## config.mk

```make
export PLATFORM = sky130hd
export DESIGN_NAME = gp_reg_file
export DESIGN_NICKNAME = d
export VERILOG_FILES = /design/src/rtl/gp_pkg.sv /design/src/rtl/gp_read_port.sv /design/src/rtl/gp_reg_file.sv
export SDC_FILE = /design/constraint.sdc
export NUM_CORES = 1
export LEC_CHECK = 0
export CAP_MARGIN = 10
export CORE_UTILIZATION = 50
export DETAILED_ROUTE_END_ITERATION = 10
export DONT_BUFFER_PORTS = 1
export SLEW_MARGIN = 10
export SYNTH_ARGS = -nofsm -noshare
export SYNTH_HDL_FRONTEND = slang
export SYNTH_SLANG_ARGS = --single-unit
```

## constraint.sdc

```tcl
create_clock -name clk -period 1.65 [get_ports clk]
set_clock_uncertainty 0.05 [all_clocks]
set_input_delay 0 -clock clk [delete_from_list [all_inputs] [get_ports clk]]
set_output_delay 0 -clock clk [all_outputs]
set_load 0.02 [all_outputs]
```

## src/rtl/gp_pkg.sv

```systemverilog
// rtl/gp_pkg.sv - shared defaults, dump state encoding and register lookup helper
package gp_pkg;

    localparam int GP_DATA_W     = 8;
    localparam int GP_NUM_REGS   = 8;
    localparam int GP_MAX_REGS   = 32;
    localparam int GP_MAX_DATA_W = 32;
    localparam int GP_MAX_ADDR_W = 5;

    typedef enum logic [1:0] {
        IDLE = 2'd0,
        LOAD = 2'd1,
        SEND = 2'd2
    } dump_state_e;

    typedef logic [GP_MAX_REGS*GP_MAX_DATA_W-1:0] gp_flat_t;
    typedef logic [GP_MAX_DATA_W-1:0]             gp_word_t;
    typedef logic [GP_MAX_ADDR_W-1:0]             gp_addr_t;

    // Out-of-range reads return zero; a same-cycle write to the address wins over the stored value.
    function automatic gp_word_t reg_read(
        input gp_flat_t regs,
        input int       num_regs,
        input gp_addr_t addr,
        input logic     wr_en,
        input gp_addr_t wr_addr,
        input gp_word_t wr_data
    );
        if (int'(addr) >= num_regs) begin
            return '0;
        end
        if (wr_en && (wr_addr == addr)) begin
            return wr_data;
        end
        return regs[int'(addr)*GP_MAX_DATA_W +: GP_MAX_DATA_W];
    endfunction

endpackage

```

## src/rtl/gp_read_port.sv

```systemverilog
// rtl/gp_read_port.sv - one synchronous read port with write bypass and registered data/valid
module gp_read_port
    import gp_pkg::*;
#(
    parameter int DATA_W   = GP_DATA_W,
    parameter int NUM_REGS = GP_NUM_REGS,
    parameter int ADDR_W   = $clog2(NUM_REGS)
) (
    input  logic              clk,
    input  logic              rst,
    input  logic              req_i,
    input  logic [ADDR_W-1:0] addr_i,
    input  gp_flat_t          regs_i,
    input  logic              wr_en_i,
    input  logic [ADDR_W-1:0] wr_addr_i,
    input  logic [DATA_W-1:0] wr_data_i,
    output logic [DATA_W-1:0] data_o,
    output logic              valid_o
);

    gp_word_t          lookup;
    logic [DATA_W-1:0] data_d, data_q;
    logic              valid_d, valid_q;
    logic              lookup_unused;

    always_comb begin
        lookup  = reg_read(regs_i, NUM_REGS, gp_addr_t'(addr_i), wr_en_i,
                           gp_addr_t'(wr_addr_i), gp_word_t'(wr_data_i));
        valid_d = req_i;
        data_d  = req_i ? lookup[DATA_W-1:0] : data_q;
    end

    assign lookup_unused = ^lookup[GP_MAX_DATA_W-1:DATA_W];

    always_ff @(posedge clk) begin
        if (rst) begin
            data_q  <= '0;
            valid_q <= 1'b0;
        end else begin
            data_q  <= data_d;
            valid_q <= valid_d;
        end
    end

    assign data_o  = data_q;
    assign valid_o = valid_q;

endmodule

```

## src/rtl/gp_reg_file.sv

```systemverilog
// rtl/gp_reg_file.sv - general-purpose register file with two read ports and a streaming dump port
module gp_reg_file
    import gp_pkg::*;
#(
    parameter  int DATA_W   = GP_DATA_W,
    parameter  int NUM_REGS = GP_NUM_REGS,
    localparam int ADDR_W   = $clog2(NUM_REGS)
) (
    input  logic              clk,
    input  logic              rst,
    input  logic              wr_en,
    input  logic [ADDR_W-1:0] wr_addr,
    input  logic [DATA_W-1:0] wr_data,
    input  logic              rd_req_a,
    input  logic [ADDR_W-1:0] rd_addr_a,
    output logic [DATA_W-1:0] rd_data_a,
    output logic              rd_valid_a,
    input  logic              rd_req_b,
    input  logic [ADDR_W-1:0] rd_addr_b,
    output logic [DATA_W-1:0] rd_data_b,
    output logic              rd_valid_b,
    input  logic              dump_start,
    output logic              dump_busy,
    output logic              dump_valid,
    input  logic              dump_ready,
    output logic [ADDR_W-1:0] dump_addr,
    output logic [DATA_W-1:0] dump_data
);

    localparam logic [ADDR_W-1:0] LAST_IDX = ADDR_W'(NUM_REGS - 1);

    logic [DATA_W-1:0] regs_q [NUM_REGS];
    gp_flat_t          regs_flat;
    gp_word_t          dump_word;
    logic              dump_unused;

    dump_state_e       state_q;
    logic [ADDR_W-1:0] idx_q;
    logic [ADDR_W-1:0] dump_addr_q;
    logic [DATA_W-1:0] dump_data_q;
    logic              dump_valid_q;
    logic              dump_busy_q;

    always_comb begin
        regs_flat = '0;
        for (int i = 0; i < NUM_REGS; i++) begin
            regs_flat[i*GP_MAX_DATA_W +: DATA_W] = regs_q[i];
        end
    end

    always_ff @(posedge clk) begin
        if (rst) begin
            for (int i = 0; i < NUM_REGS; i++) begin
                regs_q[i] <= '0;
            end
        end else if (wr_en && (int'(wr_addr) < NUM_REGS)) begin
            regs_q[wr_addr] <= wr_data;
        end
    end

    gp_read_port #(.DATA_W(DATA_W), .NUM_REGS(NUM_REGS), .ADDR_W(ADDR_W)) u_port_a (
        .clk       (clk),
        .rst       (rst),
        .req_i     (rd_req_a),
        .addr_i    (rd_addr_a),
        .regs_i    (regs_flat),
        .wr_en_i   (wr_en),
        .wr_addr_i (wr_addr),
        .wr_data_i (wr_data),
        .data_o    (rd_data_a),
        .valid_o   (rd_valid_a)
    );

    gp_read_port #(.DATA_W(DATA_W), .NUM_REGS(NUM_REGS), .ADDR_W(ADDR_W)) u_port_b (
        .clk       (clk),
        .rst       (rst),
        .req_i     (rd_req_b),
        .addr_i    (rd_addr_b),
        .regs_i    (regs_flat),
        .wr_en_i   (wr_en),
        .wr_addr_i (wr_addr),
        .wr_data_i (wr_data),
        .data_o    (rd_data_b),
        .valid_o   (rd_valid_b)
    );

    always_comb begin
        dump_word = reg_read(regs_flat, NUM_REGS, gp_addr_t'(idx_q), wr_en,
                             gp_addr_t'(wr_addr), gp_word_t'(wr_data));
    end

    assign dump_unused = ^dump_word[GP_MAX_DATA_W-1:DATA_W];

    // Beat contents are captured in LOAD, so a stalled SEND is immune to later writes.
    always_ff @(posedge clk) begin
        if (rst) begin
            state_q      <= IDLE;
            idx_q        <= '0;
            dump_addr_q  <= '0;
            dump_data_q  <= '0;
            dump_valid_q <= 1'b0;
            dump_busy_q  <= 1'b0;
        end else begin
            case (state_q)
                IDLE: begin
                    if (dump_start) begin
                        idx_q       <= '0;
                        dump_busy_q <= 1'b1;
                        state_q     <= LOAD;
                    end
                end
                LOAD: begin
                    dump_addr_q  <= idx_q;
                    dump_data_q  <= dump_word[DATA_W-1:0];
                    dump_valid_q <= 1'b1;
                    state_q      <= SEND;
                end
                SEND: begin
                    if (dump_ready) begin
                        dump_valid_q <= 1'b0;
                        if (idx_q == LAST_IDX) begin
                            dump_busy_q <= 1'b0;
                            state_q     <= IDLE;
                        end else begin
                            idx_q   <= idx_q + 1'b1;
                            state_q <= LOAD;
                        end
                    end
                end
                default: begin
                    state_q <= IDLE;
                end
            endcase
        end
    end

    assign dump_busy  = dump_busy_q;
    assign dump_valid = dump_valid_q;
    assign dump_addr  = dump_addr_q;
    assign dump_data  = dump_data_q;

endmodule

```

### Word-level counts from Yosys, hierarchy flattened

Memories as Yosys holds them, arrays and structs flattened.
Index checks and enable logic that the tools add are counted.

| word-level totals | value |
|---|---|
| memories kept | 1 |
| logic and storage cells | 67 |
| bits in registers | 36 |
| memory bits (writable) | 64 |
| output and inout port bits | 31 |

| cells by class | value |
|---|---|
| shifts and indexed selects | 3 |
| equal/unequal tests | 10 |
| reductions and logical operators | 11 |
| $add $sub $neg | 1 |
| multiplexer cells | 31 |

Memory list:

| memory | words | bits a word | rd ports | clocked after memory_dff | write ports | RTL line | text |
|---|---|---|---|---|---|---|---|
| regs_q | 8 | 8 | 8 | 0 | 8 | gp_reg_file.sv:32 | `logic [DATA_W-1:0] regs_q [NUM_REGS];` |

Operator list:

| cell | number |
|---|---|
| variable part select 1024 x 9 -> 8 bit | 3 |
| 2-to-1 mux 8 bit | 7 |
| 2-to-1 mux 1 bit | 14 |
| 2-to-1 mux 3 bit | 4 |
| == test 3 bit | 3 |
| != test 2 bit, second input constant | 4 |
| AND reduction 4 bit | 2 |
| OR reduction 8 bit | 1 |
| one-hot mux 2 bit (3 select lines) | 1 |
| one-hot mux 3 bit (2 select lines) | 1 |
| 2-to-1 mux 2 bit | 2 |
| one-hot mux 1 bit (2 select lines) | 2 |
| AND reduction 2 bit | 2 |
| nonzero test 2 bit | 2 |
| adder 3 x 1 -> 3 bit, second input constant | 1 |
| == test 3 bit, second input constant | 1 |
| logical AND 1 bit | 3 |
| == test 2 x 1 -> 1 bit, second input constant | 1 |
| == test 2 bit, second input constant | 1 |
| logical NOT 2 bit | 1 |

### Depth between registers and ports, before layout

| logic depth | value |
|---|---|
| depth after elaboration | 5 |
| depth in mapped cells | 7 |

### Hierarchy

A second synthesis with hierarchy kept.

| unflattened totals | value |
|---|---|
| cell total of the unflattened synthesis | 414 |
| area total of the unflattened synthesis | 5,550.3 um^2 |

Modules (own cells, without submodules):

| module | area each (um^2) | times used | cells an instance | seq. area each (um^2) |
|---|---|---|---|---|
| gp_reg_file | 3,713.6 | 1 | 270 | 2,282.2 |
| gp_read_port | 918.4 | 2 | 72 | 180.2 |

### Worst setup path before layout

No wires, ideal clock.

| timing path | value |
|---|---|
| kind | reg2reg |
| start point | register idx_q[0] |
| end point | register idx_q[2] |
| cell stages (with the launch flop) | 7 |
| slack | 161 ps |
| path buffers | 0 |
| library setup time | 134 ps |
| arrival | 1,305 ps |
| path through | dfxtp_1 > ha_1 > ha_1 > nand3b_1 > a21oi_1 > nand2b_1 > a21oi_1 |

| between the ends | value |
|---|---|
| longest elaborated chain between the ends | 4 |

RTL lines:

| what | RTL line | text |
|---|---|---|
| start, declared | gp_reg_file.sv:38 | `logic [ADDR_W-1:0] idx_q;` |
| start signal, assigned | gp_reg_file.sv:125 | `idx_q <= idx_q + 1'b1;` |
| adder 3 x 1 -> 3 bit | gp_reg_file.sv:125 |  |
| 2-to-1 mux 3 bit | gp_reg_file.sv:121 | `if (idx_q == LAST_IDX) begin` |
| 2-to-1 mux 3 bit | gp_reg_file.sv:119 | `if (dump_ready) begin` |
| one-hot mux 3 bit (2 select lines) | gp_reg_file.sv:104 | `case (state_q)` |

Parallel ways exist; a longest one is shown, timed or not. The select of a mux whose other input is x is not followed.
A chain may end at the register's enable or synchronous reset.

### Final worst setup path

| timing path | value |
|---|---|
| start point | register state_q[1] |
| end point | register dump_addr_q[0], in the netlist dump_addr[0] |

| between the ends | value |
|---|---|
| longest elaborated chain between the ends | 1 |

RTL lines:

| what | RTL line | text |
|---|---|---|
| start, declared | gp_reg_file.sv:37 | `dump_state_e state_q;` |
| start signal, assigned | gp_reg_file.sv:97 | `state_q <= IDLE;` |
| start signal, assigned | gp_reg_file.sv:109 | `state_q <= LOAD;` |
| start signal, assigned | gp_reg_file.sv:116 | `state_q <= SEND;` |
| == test 2 x 1 -> 1 bit | gp_reg_file.sv:104 |  |
| end signal, assigned | gp_reg_file.sv:113 | `dump_addr_q <= idx_q;` |
| end, declared | gp_reg_file.sv:39 | `logic [ADDR_W-1:0] dump_addr_q;` |

Every way passes these cells.

==> impl_summary.md <==
Timing
The final-report setup violation count is 0. The worst path uses a little over nine tenths of the clock period. The final count of hold timing violations is 1.

The number of max-slew violations in the final report is 0. The final critical path time including I/O delays and setup is 1590 ps. Measured against its own limit, the worst slew margin works out to about half. The maximum frequency from static timing analysis is about 630 MHz. The transition time of the tightest slew-check pin is ~780 ps. Hold timing on the final database bottoms out at a slack of -1.29 ps.

Clocking
TritonCTS built the clock tree. In this run, CTS created clock tree buffers numbering 9. The H-tree was split into 3 levels. CTS saw 100 sinks. The cell at the root of the clock tree is clkbuf_8. Counting along the longest clock path gives a buffer depth of 2.

The clock transition time at the flip-flop clock pins of the worst setup and hold paths is 110 ps. The later pin in the worst-skew pair is clocked with a latency of roughly 380 ps.

Power and ir drop
The switching portion of total power is roughly 28%. The net switching power is roughly 1.5 mW. The combinational group share of total power is between 10 and 15%. The sequential power share is a little under three fifths. For this design the ratio of total power to cell area is 871 nW/µm². The leakage power figure is 2.17 nW. The clock network accounts for between 30% and 40% of the total power. The worst-case vdd ir drop is between 0.3 and 0.4 mV. Internal power comes to roughly 3.9 mW.

Place
The instance area at placement is approximately 5800 µm². The total of buffers placed on input and output ports is 0. The HPWL after detailed placement is ~10000 µm. At the end of routability-driven placement, the weighted congestion stood at around 0.88. Counting tap cells, the placed design contains a total of 550 instances.

Logic synthesis
The mapped netlist covers 5640 µm². Summing the sequential cell areas from Yosys gives roughly 47% of the chip area. The number of warnings printed during yosys synthesis is 0. After technology mapping, the gate count stands at 427. After synthesis, the share of flip-flops with an asynchronous set or reset is 0%. Counting flops with a built-in enable in the synthesized netlist gives 64. The number of nets in the synthesized netlist is between 400 and 500. The synthesized flop and latch total is 100. The most used flip-flop cell after synthesis is edfxtp_1. Synthesis instantiated 49 different standard cells from the library. The mean area per synthesized cell is 13.2 µm².

Worst setup path
The worst reg2reg path endpoint is dump_addr[0]. The gate family responsible for the most delay along the worst path is buffers and inverters. The largest single stage delay on the critical path is between 500 and 600 ps. The largest fanout on the critical path is 10. For the worst setup path, the data arrival time is 1880 ps. The total buffers and inverters traversed by the critical path is 3. Traced cell by cell, the critical path runs through buf_4 -> nor2b_2 -> buf_4 -> nand2_1 -> a21oi_1 -> dlygate4sd3_1. Counting stages on the worst path, the most repeated cell is buf_4. In this run the critical register-to-register path is launched from state_q[1]. Setup slack on the worst reg-to-reg path comes out at 60 ps. STA puts the critical path data required time at around 1900 ps. The worst register-to-register path has a depth of 6. The largest individual stage delay along the critical path comes from the cell dlygate4sd3_1. The worst setup path is captured at a flip-flop. The critical setup path kind is reg2reg.

The sort of element at the start of the critical path is a flip-flop.

Layout
The net count reported at finish is ~470. The multi-input logic area is about 2800 µm². The total area of sequential cells is roughly 2600 µm².

The area growth from synthesis to layout is 10.7%. Cells with a size suffix above 1 make up 23.6% of the layout. The count of cells in the finished layout, fillers not included, comes to slightly below 600. The finished cells cover between 6000 and 7000 µm². Fill cells in the final layout number ~880.

The number of antenna diodes in the final layout is 0. The final design utilization is 57.3%.

Detailed routing
The first routing iteration left between 300 and 400 violations. After detailed routing, the number of remaining DRC violations is 0. The total length of routed wires is roughly 14000 µm. The number of vias per cell is around 6.2.

The number of iterations in the first detailed-routing pass is 5. The count of nets left with antenna violations once routing finished came out at 0. The final routed wire length divided by cell count is 23.8 µm. The routed via count is around 3700.

Hold path
The worst hold path belongs to the class in2reg. In this run the most critical hold path is launched from rd_addr_a[0]. The hold-critical path endpoint is u_port_a.data_o[1]. The number of instances on the worst hold path is 4.

Global route
The number of antenna violations at the first check in global routing came to 0. The via count of the first global-routing pass is 3556. The first global-routing pass estimated approximately 21000 µm of wire. The total global routing overflow is 0. The overall routing resource usage is roughly 25%.

Entering global routing, the biggest net connects 38 pins.

Run status
The checks that failed: negative hold slack. The flow ran to the end, but the final reports show violations.

Floorplanning
The die span in y is about 110 µm. The total core area is approximately 11000 µm². Once the floorplan was initialized, standard cells occupied between 50% and 60% of the core. The number of standard-cell rows in the floorplan is 38. Pin placement for this block handled 55 I/O pins. Measured along the x axis, the die boundary spans between 100 and 150 µm. The area of the die is roughly 12000 µm².

Run
The max-cap check violation count is 0.
[tightest hold or removal path: stages]
cell	delay (ps)
nor2_1	80
a32oi_1	180
nand3_1	90
nand2_1	60
[cell usage after synthesis (all sizes together) (2+ instances only)]
cell,instances,area [µm²]
nor3,3,26.3
or2,8,50.1
buf,21,149
mux4,40,901
nand4b,7,61.3
xnor2,6,52.6
mux2i,36,360
edfxtp,64,1920
nand3b,4,30.0
dfxtp,36,721
nand3,5,25.0
a21oi,9,45.0
o221ai,7,105
and2,64,400
nor2b,4,25.0
nand2,13,48.8
clkbuf,14,55.1
xor2,3,60.1
nand2b,16,108
a32oi,5,43.8
a22oi,19,143
and4,2,17.5
inv,2,7.51
ha,3,37.5
o21ai,14,73.8
nor2,10,45.1
[layout make-up]
class | count | share of cell area, %
inverters | 2 | 0.120
clock inverters | 7 | 1.48
flip-flops and latches | 100 | 42.4
repair buffers | 42 | 6.38
well taps | 140 | 2.81
clock buffers | 9 | 1.98
multi-input cells | 290 | 44.8
[flip-flops by register name, indices dropped and copies added, names as in the netlist]
signal and flops:
regs_q 64, dump_data 8, u_port_a.data_o 8, u_port_b.data_o 8, dump_addr 3, idx_q 3, state_q 2, dump_busy 1
dump_valid 1, u_port_a.valid_o 1, u_port_b.valid_o 1
[worst max path at each step]
| stage | end | cells past startpoint | slack (ps) | from |
|---|---|---|---|---|
| 2_1_floorplan | idx_q[2] | 6 | 160 | idx_q[0] |
| 3_3_place_gp | idx_q[1] | 6 | 60 | idx_q[0] |
| 3_5_place_dp | idx_q[2] | 6 | -10 | idx_q[0] |
| 4_1_cts | dump_data[2] | 5 | 3 | idx_q[0] |
| 5_1_grt | idx_q[0] | 6 | -30 | idx_q[0] |
| 6_report | dump_addr[0] | 6 | 60 | state_q[1] |
[per-layer routing]
| layer | up-vias | GRT usage (%) | wire [µm] | share of wire [%] |
|---|---|---|---|---|
| met3 | 23 | 5.24 | 1060 | 7.5 |
| met1 | 1832 | 36.2 | 6280 | 45 |
| li1 | 1669 | - | - | - |
| met4 | 0 | 7.24 | 281 | 2.0 |
| met5 | - | 0 | 0 | 0 |
| met2 | 150 | 38.5 | 6430 | 46 |
[power by group through the flow]
stage          clock network, mW  logic (mW)  registers, mW
2_1_floorplan                  0       0.548           3.02
3_3_place_gp                   0       0.553           3.09
3_5_place_dp                   0       0.561           3.10
4_1_cts                     1.73       0.687           3.04
5_1_grt                     1.82       0.745           3.06
6_report                    1.70       0.691           3.05
[layout by cell type, fill, tap and decap left out, drive strengths merged, types with 2 or more instances in the layout]
master       Yosys  routed
and2            64      64
edfxtp          64      64
mux4            40      40
mux2i           36      36
dfxtp           36      36
dlygate4sd3      0      21
buf             21      20
a22oi           19      19
nand2b          16      16
o21ai           14      14
nand2           13      13
nor2            10      10
clkbuf          14       9
a21oi            9       9
or2              8       8
nand4b           7       7
o221ai           7       7
xnor2            6       6
nand3            5       5
a32oi            5       5
inv              2       5
nand3b           4       4
nor2b            4       4
ha               3       3
nor3             3       3
xor2             3       3
clkinv           0       3
and4             2       2
[through the flow]
step / setup slack [ps] / total power [mW] / TNS (ps)
after floorplan: 161 / 3.57 / 0
after global placement: 56.7 / 3.64 / 0
after detailed placement: -14.0 / 3.66 / -14.0
after CTS: 3.25 / 5.45 / 0
after global routing: -27.7 / 5.63 / -34.5
final: 55.4 / 5.44 / 0
[logic make-up after synthesis]
kind of cell	share of synthesized area (%)
simple gates	16.0
flops	46.9
mux	22.4
compound gates	8.32
buf+inv	3.75
xor+xnor	2.00
fa+ha+maj	0.666
[what timing repair did]
action,CTS,global route
buffers inserted,0,1
hold buffers,23,0
pin swaps,0,2
hold endpoints to repair,156,0
gates resized for setup,1,6
setup endpoints to repair,3,14
Note: power is estimated with default switching activity, not from simulation.
